### config.mk
export PLATFORM = sky130hd
export DESIGN_NAME = center_divider
export DESIGN_NICKNAME = d
export VERILOG_FILES = /design/src/rtl/com_pkg.sv /design/src/rtl/serial_div_core.sv /design/src/rtl/center_divider.sv
export SDC_FILE = /design/constraint.sdc
export NUM_CORES = 1
export LEC_CHECK = 0
export CAP_MARGIN = 25
export CORE_MARGIN = 5
export CORE_UTILIZATION = 35
export DETAILED_ROUTE_END_ITERATION = 7
export GPL_TIMING_DRIVEN = 1
export PLACE_DENSITY = 0.59
export SYNTH_ARGS = -nofsm -noshare
export SYNTH_HDL_FRONTEND = slang
export SYNTH_SLANG_ARGS = --single-unit
### constraint.sdc
create_clock -name clk -period 3.2 [get_ports clk]
set_input_delay 0.64 -clock clk [delete_from_list [all_inputs] [get_ports clk]]
set_output_delay 0.64 -clock clk [all_outputs]
set_load 0.05 [all_outputs]
### src/rtl/com_pkg.sv
// ---------------------------------------------------------------------------
// com_pkg
// Shared definitions for the colour-tracking centroid back end.
//   COM_NUM_W    : width of the x/y weighted sums (numerators)
//   COM_DEN_W    : width of the hit count (shared denominator)
//   COM_OUT_W    : width of the centre coordinates
//   cdiv_state_t : control states of center_divider
// ---------------------------------------------------------------------------
package com_pkg;

  localparam int COM_NUM_W = 29;
  localparam int COM_DEN_W = 20;
  localparam int COM_OUT_W = 10;

  typedef enum logic [1:0] {
    CDIV_IDLE   = 2'd0,
    CDIV_DIVIDE = 2'd1,
    CDIV_DONE   = 2'd2
  } cdiv_state_t;

endpackage : com_pkg

### src/rtl/serial_div_core.sv
// ---------------------------------------------------------------------------
// serial_div_core
// Serial restoring divider producing one quotient bit per 'step'.
// Ports:
//   clk      in  1      system clock
//   reset    in  1      asynchronous active-low reset
//   load     in  1      capture num_in/den_in, clear remainder and quotient
//   step     in  1      perform one restoring iteration
//   num_in   in  NUM_W  dividend
//   den_in   in  DEN_W  divisor
//   quotient out NUM_W  quotient shift register (final after NUM_W steps)
// ---------------------------------------------------------------------------
module serial_div_core
  import com_pkg::*;
#(
  parameter int NUM_W = COM_NUM_W,
  parameter int DEN_W = COM_DEN_W
) (
  input  logic             clk,
  input  logic             reset,
  input  logic             load,
  input  logic             step,
  input  logic [NUM_W-1:0] num_in,
  input  logic [DEN_W-1:0] den_in,
  output logic [NUM_W-1:0] quotient
);

  logic [NUM_W-1:0] num_r;
  logic [DEN_W-1:0] den_r;
  logic [DEN_W:0]   rem_r;
  logic [NUM_W-1:0] quo_r;

  logic [DEN_W:0]   rem_shift_s;
  logic [DEN_W:0]   rem_next_s;
  logic             qbit_s;

  // One restoring iteration: bring in the next dividend bit, subtract if it fits.
  // The remainder is always < divisor, so its top bit is free to take the shift.
  always_comb begin
    rem_shift_s = {rem_r[DEN_W-1:0], num_r[NUM_W-1]};
    rem_next_s  = rem_shift_s;
    qbit_s      = 1'b0;
    if (rem_shift_s >= {1'b0, den_r}) begin
      rem_next_s = rem_shift_s - {1'b0, den_r};
      qbit_s     = 1'b1;
    end else begin
      rem_next_s = rem_shift_s;
      qbit_s     = 1'b0;
    end
  end

  // Operand capture and shift-register update.
  always_ff @(posedge clk or negedge reset) begin
    if (!reset) begin
      num_r <= '0;
      den_r <= '0;
      rem_r <= '0;
      quo_r <= '0;
    end else if (load) begin
      num_r <= num_in;
      den_r <= den_in;
      rem_r <= '0;
      quo_r <= '0;
    end else if (step) begin
      num_r <= {num_r[NUM_W-2:0], 1'b0};
      rem_r <= rem_next_s;
      quo_r <= {quo_r[NUM_W-2:0], qbit_s};
    end else begin
      num_r <= num_r;
      den_r <= den_r;
      rem_r <= rem_r;
      quo_r <= quo_r;
    end
  end

  assign quotient = quo_r;

endmodule : serial_div_core

### src/rtl/center_divider.sv
// ---------------------------------------------------------------------------
// center_divider
// Computes the per-frame centroid x_sum/count and y_sum/count using two
// parallel serial restoring dividers. Results are held until the next frame.
// Ports:
//   clk       in  1      system clock
//   reset     in  1      asynchronous active-low reset
//   start     in  1      one-cycle request, operands valid in the same cycle
//   x_sum     in  NUM_W  sum of x over included pixels
//   y_sum     in  NUM_W  sum of y over included pixels
//   count     in  DEN_W  number of included pixels
//   busy      out 1      high while a request is in flight (start ignored)
//   done      out 1      one-cycle pulse when results are updated
//   valid     out 1      last result came from a non-zero count
//   x_center  out OUT_W  saturated x quotient
//   y_center  out OUT_W  saturated y quotient
// Timing: with start sampled at edge E0, done is high after edge E0+NUM_W+1
// for a non-zero count, and after edge E0+1 for a zero count.
// ---------------------------------------------------------------------------
module center_divider
  import com_pkg::*;
#(
  parameter int NUM_W = COM_NUM_W,
  parameter int DEN_W = COM_DEN_W,
  parameter int OUT_W = COM_OUT_W
) (
  input  logic             clk,
  input  logic             reset,
  input  logic             start,
  input  logic [NUM_W-1:0] x_sum,
  input  logic [NUM_W-1:0] y_sum,
  input  logic [DEN_W-1:0] count,
  output logic             busy,
  output logic             done,
  output logic             valid,
  output logic [OUT_W-1:0] x_center,
  output logic [OUT_W-1:0] y_center
);

  localparam int CNT_W = $clog2(NUM_W);
  localparam logic [CNT_W-1:0] CNT_LOAD = CNT_W'(NUM_W - 1);

  // Clamp a full-width quotient to the largest screen coordinate.
  function automatic logic [OUT_W-1:0] sat_center(input logic [NUM_W-1:0] q);
    if (|q[NUM_W-1:OUT_W]) begin
      return {OUT_W{1'b1}};
    end else begin
      return q[OUT_W-1:0];
    end
  endfunction

  cdiv_state_t      state_r;
  cdiv_state_t      next_s;
  logic [CNT_W-1:0] cnt_r;
  logic             zero_r;
  logic             fin_r;
  logic             load_s;
  logic             step_s;

  logic             busy_r;
  logic             done_r;
  logic             valid_r;
  logic [OUT_W-1:0] x_center_r;
  logic [OUT_W-1:0] y_center_r;

  logic [NUM_W-1:0] x_quo_s;
  logic [NUM_W-1:0] y_quo_s;

  serial_div_core #(
    .NUM_W (NUM_W),
    .DEN_W (DEN_W)
  ) u_x_div (
    .clk      (clk),
    .reset    (reset),
    .load     (load_s),
    .step     (step_s),
    .num_in   (x_sum),
    .den_in   (count),
    .quotient (x_quo_s)
  );

  serial_div_core #(
    .NUM_W (NUM_W),
    .DEN_W (DEN_W)
  ) u_y_div (
    .clk      (clk),
    .reset    (reset),
    .load     (load_s),
    .step     (step_s),
    .num_in   (y_sum),
    .den_in   (count),
    .quotient (y_quo_s)
  );

  // Next-state and datapath strobes.
  // DIVIDE issues NUM_W steps, then spends one more cycle so the final quotient
  // bit is settled before it is registered on the edge into DONE. A zero count
  // passes through DIVIDE for a single cycle without stepping.
  always_comb begin
    next_s = state_r;
    load_s = 1'b0;
    step_s = 1'b0;
    case (state_r)
      CDIV_IDLE: begin
        if (start) begin
          load_s = 1'b1;
          next_s = CDIV_DIVIDE;
        end else begin
          next_s = CDIV_IDLE;
        end
      end
      CDIV_DIVIDE: begin
        if (zero_r || fin_r) begin
          next_s = CDIV_DONE;
        end else begin
          step_s = 1'b1;
          next_s = CDIV_DIVIDE;
        end
      end
      CDIV_DONE: begin
        next_s = CDIV_IDLE;
      end
      default: begin
        next_s = CDIV_IDLE;
      end
    endcase
  end

  // State register.
  always_ff @(posedge clk or negedge reset) begin
    if (!reset) begin
      state_r <= CDIV_IDLE;
    end else begin
      state_r <= next_s;
    end
  end

  // Bit counter, zero flag and end-of-iterations flag.
  always_ff @(posedge clk or negedge reset) begin
    if (!reset) begin
      cnt_r  <= '0;
      zero_r <= 1'b0;
      fin_r  <= 1'b0;
    end else if (load_s) begin
      cnt_r  <= CNT_LOAD;
      zero_r <= (count == {DEN_W{1'b0}});
      fin_r  <= 1'b0;
    end else if (step_s) begin
      if (cnt_r == {CNT_W{1'b0}}) begin
        fin_r <= 1'b1;
      end else begin
        cnt_r <= cnt_r - {{(CNT_W-1){1'b0}}, 1'b1};
      end
    end else begin
      cnt_r  <= cnt_r;
      zero_r <= zero_r;
      fin_r  <= fin_r;
    end
  end

  // Registered outputs; results update on the edge that enters DONE.
  always_ff @(posedge clk or negedge reset) begin
    if (!reset) begin
      busy_r     <= 1'b0;
      done_r     <= 1'b0;
      valid_r    <= 1'b0;
      x_center_r <= '0;
      y_center_r <= '0;
    end else begin
      busy_r <= (next_s != CDIV_IDLE);
      done_r <= (next_s == CDIV_DONE);
      if ((state_r == CDIV_DIVIDE) && (next_s == CDIV_DONE)) begin
        if (zero_r) begin
          valid_r <= 1'b0;
        end else begin
          valid_r    <= 1'b1;
          x_center_r <= sat_center(x_quo_s);
          y_center_r <= sat_center(y_quo_s);
        end
      end
    end
  end

  assign busy     = busy_r;
  assign done     = done_r;
  assign valid    = valid_r;
  assign x_center = x_center_r;
  assign y_center = y_center_r;

endmodule : center_divider

==> results.cfg <==
[clocking]
htreeDepth = 1
cts_tree = done
cts_max_path_buffers = 3
cts_hold_buffers = 0
cts-root-buf = clkbuf_16
cts_resized = 0
cts_buffers = 24
postCtsSetupRepairBufs = 0
cts.sinks = 208
clk_pin_slew_ps = 60
insertion_delay_ps = 510

[detailed_routing]
detail_route.wl_per_cell_um = 16.0
viasPerCell = 5.24
drt_first_pass_iters = 4
route.vias.total = 8323
drt_iter0_markers = 696
post-route-drc-count = 0
wl_mm = 25.3
ant_nets = 0

[worst_hold_path]
min_path_type = in -> async

[critical_path]
crit_chain = inv_1 -> ha_1 -> nor2b_1 -> o31a_2 -> o311ai_2 -> o21ai_2 -> a211oi_2 -> o41ai_4 -> buf_4 -> o2bb2a_1 -> o21ai_0
end_kind = flip-flop
cp-start-kind = flip-flop
cp_data_arrival_time_ps = 3330
cp.depth = 11
reg2reg_depth = 11
critPathKind = reg -> reg
crit_path_max_fanout = 11
required_ps = 3630
crit_buf_inv = 2
slowest_delay_ps = 420
cpMaxStageDelayCell = o311ai_2
crit_family = compound AO/OA/AOI/OAI gates

[logic_synthesis]
synthXorXnorAreaFrac_pct = 2.60
syn-num-nets = 1212
synth.area.top_cells = dfrtp_1, nand2_1, ha_1, a21oi_1, mux2i_1
yosysTopAreaCellShare_pct = 49.7
syn_inst = 1087
synth_flop_cell = dfrtp_1
synth-compound-area-share_pct = 21.0
synth_top_family_by_area = compound AO/OA/AOI/OAI gates
synth_cell_types = 61
async_reset_ff_share_pct = 100
synth-edff-count = 0
syn_area_sq_um = 10500
yosysSeqAreaShare_pct = 49.7
synth_top_cell_by_area = dfrtp_1
yosysWarnings = 0
muxShareOfSynthArea_pct = 2.87
synth-simple-area-share_pct = 14.8
syn_avg_cell_area_sq_um = 9.63
synth_seq_cells = 208
synthAdderAreaFrac_pct = 5.41

[grt]
grt_pass1_vias = 8384
grt_pass1_wl_mm = 42.6
grt_overflow = 0
grtUsageTotal_pct = 14.9
antenna_found_initial = 1
grt_max_degree = 110

[place]
dp.final_hpwl_mm = 17.0
gp_congestion = 0.844
port_buffers = 103

[die]
num_rows = 63
die_x_um = 183
coreArea_sq_um = 29600
io_pins = 104
die_h_um = 183
initial_core_util_pct = 35.4
die-area_sq_um = 33500

[cells_and_area]
fill_cells = 2875
insertedDiodeCount = 0
most-common-layout-cells = dfrtp_1, nand2_1, clkdlybuf4s50_1, nor2_1, a21oi_1
drive_above_1_share_pct = 6.59
layout_commonest_cell = dfrtp_1
areaGrowthSynthToFinish_pct = 22.3
final_nets = 1307

[timing]
setup_viol = 0
grt_setup_unrepaired = false
fin_worst_skew_ps = 14.0
finalMaxSlewViolations = 0
tns_ps = 0
hold_viol_final = 0
period_share_pct = 90.8
tightest_slew_ps = 1010
fmax_ghz = 0.344
min_period_ps = 2910
relSlewSlack_pct = 32.7

[outcome]
status = finished, final reports clean

[flow_run]
drv_cap = 0
## metal layers
metal / share of wire (%) / GRT usage, % / vias to the layer above
met4: 2.0 / 2.98 / 2
met3: 5.7 / 3.47 / 38
met1: 47 / 21.1 / 4018
li1: - / - / 4064
met2: 45 / 23.7 / 201
met5: 0.051 / 0 / -
## logic make-up (layout without fill, tap and decap cells)
logic type | count (synthesis) | count (layout)
DFF | 208 | 208
AOI/OAI and AO/OA | 320 | 320
muxes | 30 | 30
adders and majority gates | 44 | 44
buffers and inverters | 94 | 205
and+or+nand+nor | 360 | 360
xor gates and xnor gates | 31 | 31
## registers in the layout (all words and copies together), names as in the netlist
| register | flops |
|---|---|
| u_y_div.rem_r | 20 |
| u_y_div.num_r | 29 |
| state_r | 2 |
| cnt_r | 5 |
| fin_r | 1 |
| valid | 1 |
| busy | 1 |
| done | 1 |
| u_x_div.den_r | 20 |
| y_center | 10 |
| u_x_div.rem_r | 20 |
| u_x_div.num_r | 29 |
| u_y_div.quotient | 29 |
| u_x_div.quotient | 29 |
| zero_r | 1 |
| x_center | 10 |
## path summary, 6_finish.rpt
check / to / from / slack (ps)
worst max-delay path: u_x_div.rem_r[18]$_DFFE_PN0P_ / u_x_div.den_r[1]$_DFFE_PN0P_ / 290
worst max register to register: u_x_div.rem_r[18]$_DFFE_PN0P_ / u_x_div.den_r[1]$_DFFE_PN0P_ / 290
max in group asynchronous: u_x_div.num_r[26]$_DFFE_PN0P_ / reset / 2110
min in group clk: busy$_DFF_PN0_ / state_r[1]$_DFF_PN0_ / 450
worst min register to register: busy$_DFF_PN0_ / state_r[1]$_DFF_PN0_ / 450
worst min-delay path: u_x_div.rem_r[14]$_DFFE_PN0P_ / reset / 150
## cells in the mapped netlist (10+ instances only)
cell type    n
a21o_1      10
a21oi_1     61
a22o_1      33
a22oi_1     30
clkbuf_1    46
dfrtp_1    208
ha_1        42
inv_1       35
mux2i_1     30
nand2_1    205
nand3_1     14
nor2_1      77
nor4_1      15
o21ai_0     53
o21ai_1     21
o22a_1      20
o22ai_1     27
xnor2_1     21
xor2_1      10
## cell type report
type	count	area [sq um]	share of cell area [%]
clock buffer	35	713	5.57
tap	390	488	3.81
inverter	35	131	1.03
sequential	208	5200	40.7
timing repair buffer	128	1260	9.85
multi-input combinational	785	4900	38.3
clock inverter	7	93.8	0.733
## per-stage QoR
step                utilization [%]  hold slack [ps]  instances  instance area [sq um]  setup slack, ps
floorplan                         -              344       1087                  10500              606
global placement               40.5              445       1544                  12000              228
detailed placement             40.5              442       1544                  12000              167
CTS                            43.2              218       1586                  12800              131
global route                   43.3              246       1588                  12800             66.8
finish                         43.3              148       1588                  12800              294
## worst register-to-register path: cells and delay by family, from the launching register on
| family | cells | cell delay (ps) |
|---|---|---|
| fa+ha+maj | 1 | 290 |
| compound gates | 7 | 1690 |
| flops | 1 | 410 |
| simple gates | 1 | 150 |
| buf+inv | 2 | 290 |
Power is not shown: default switching activity piles up to over one toggle a cycle in this logic, so the estimate is an artifact.
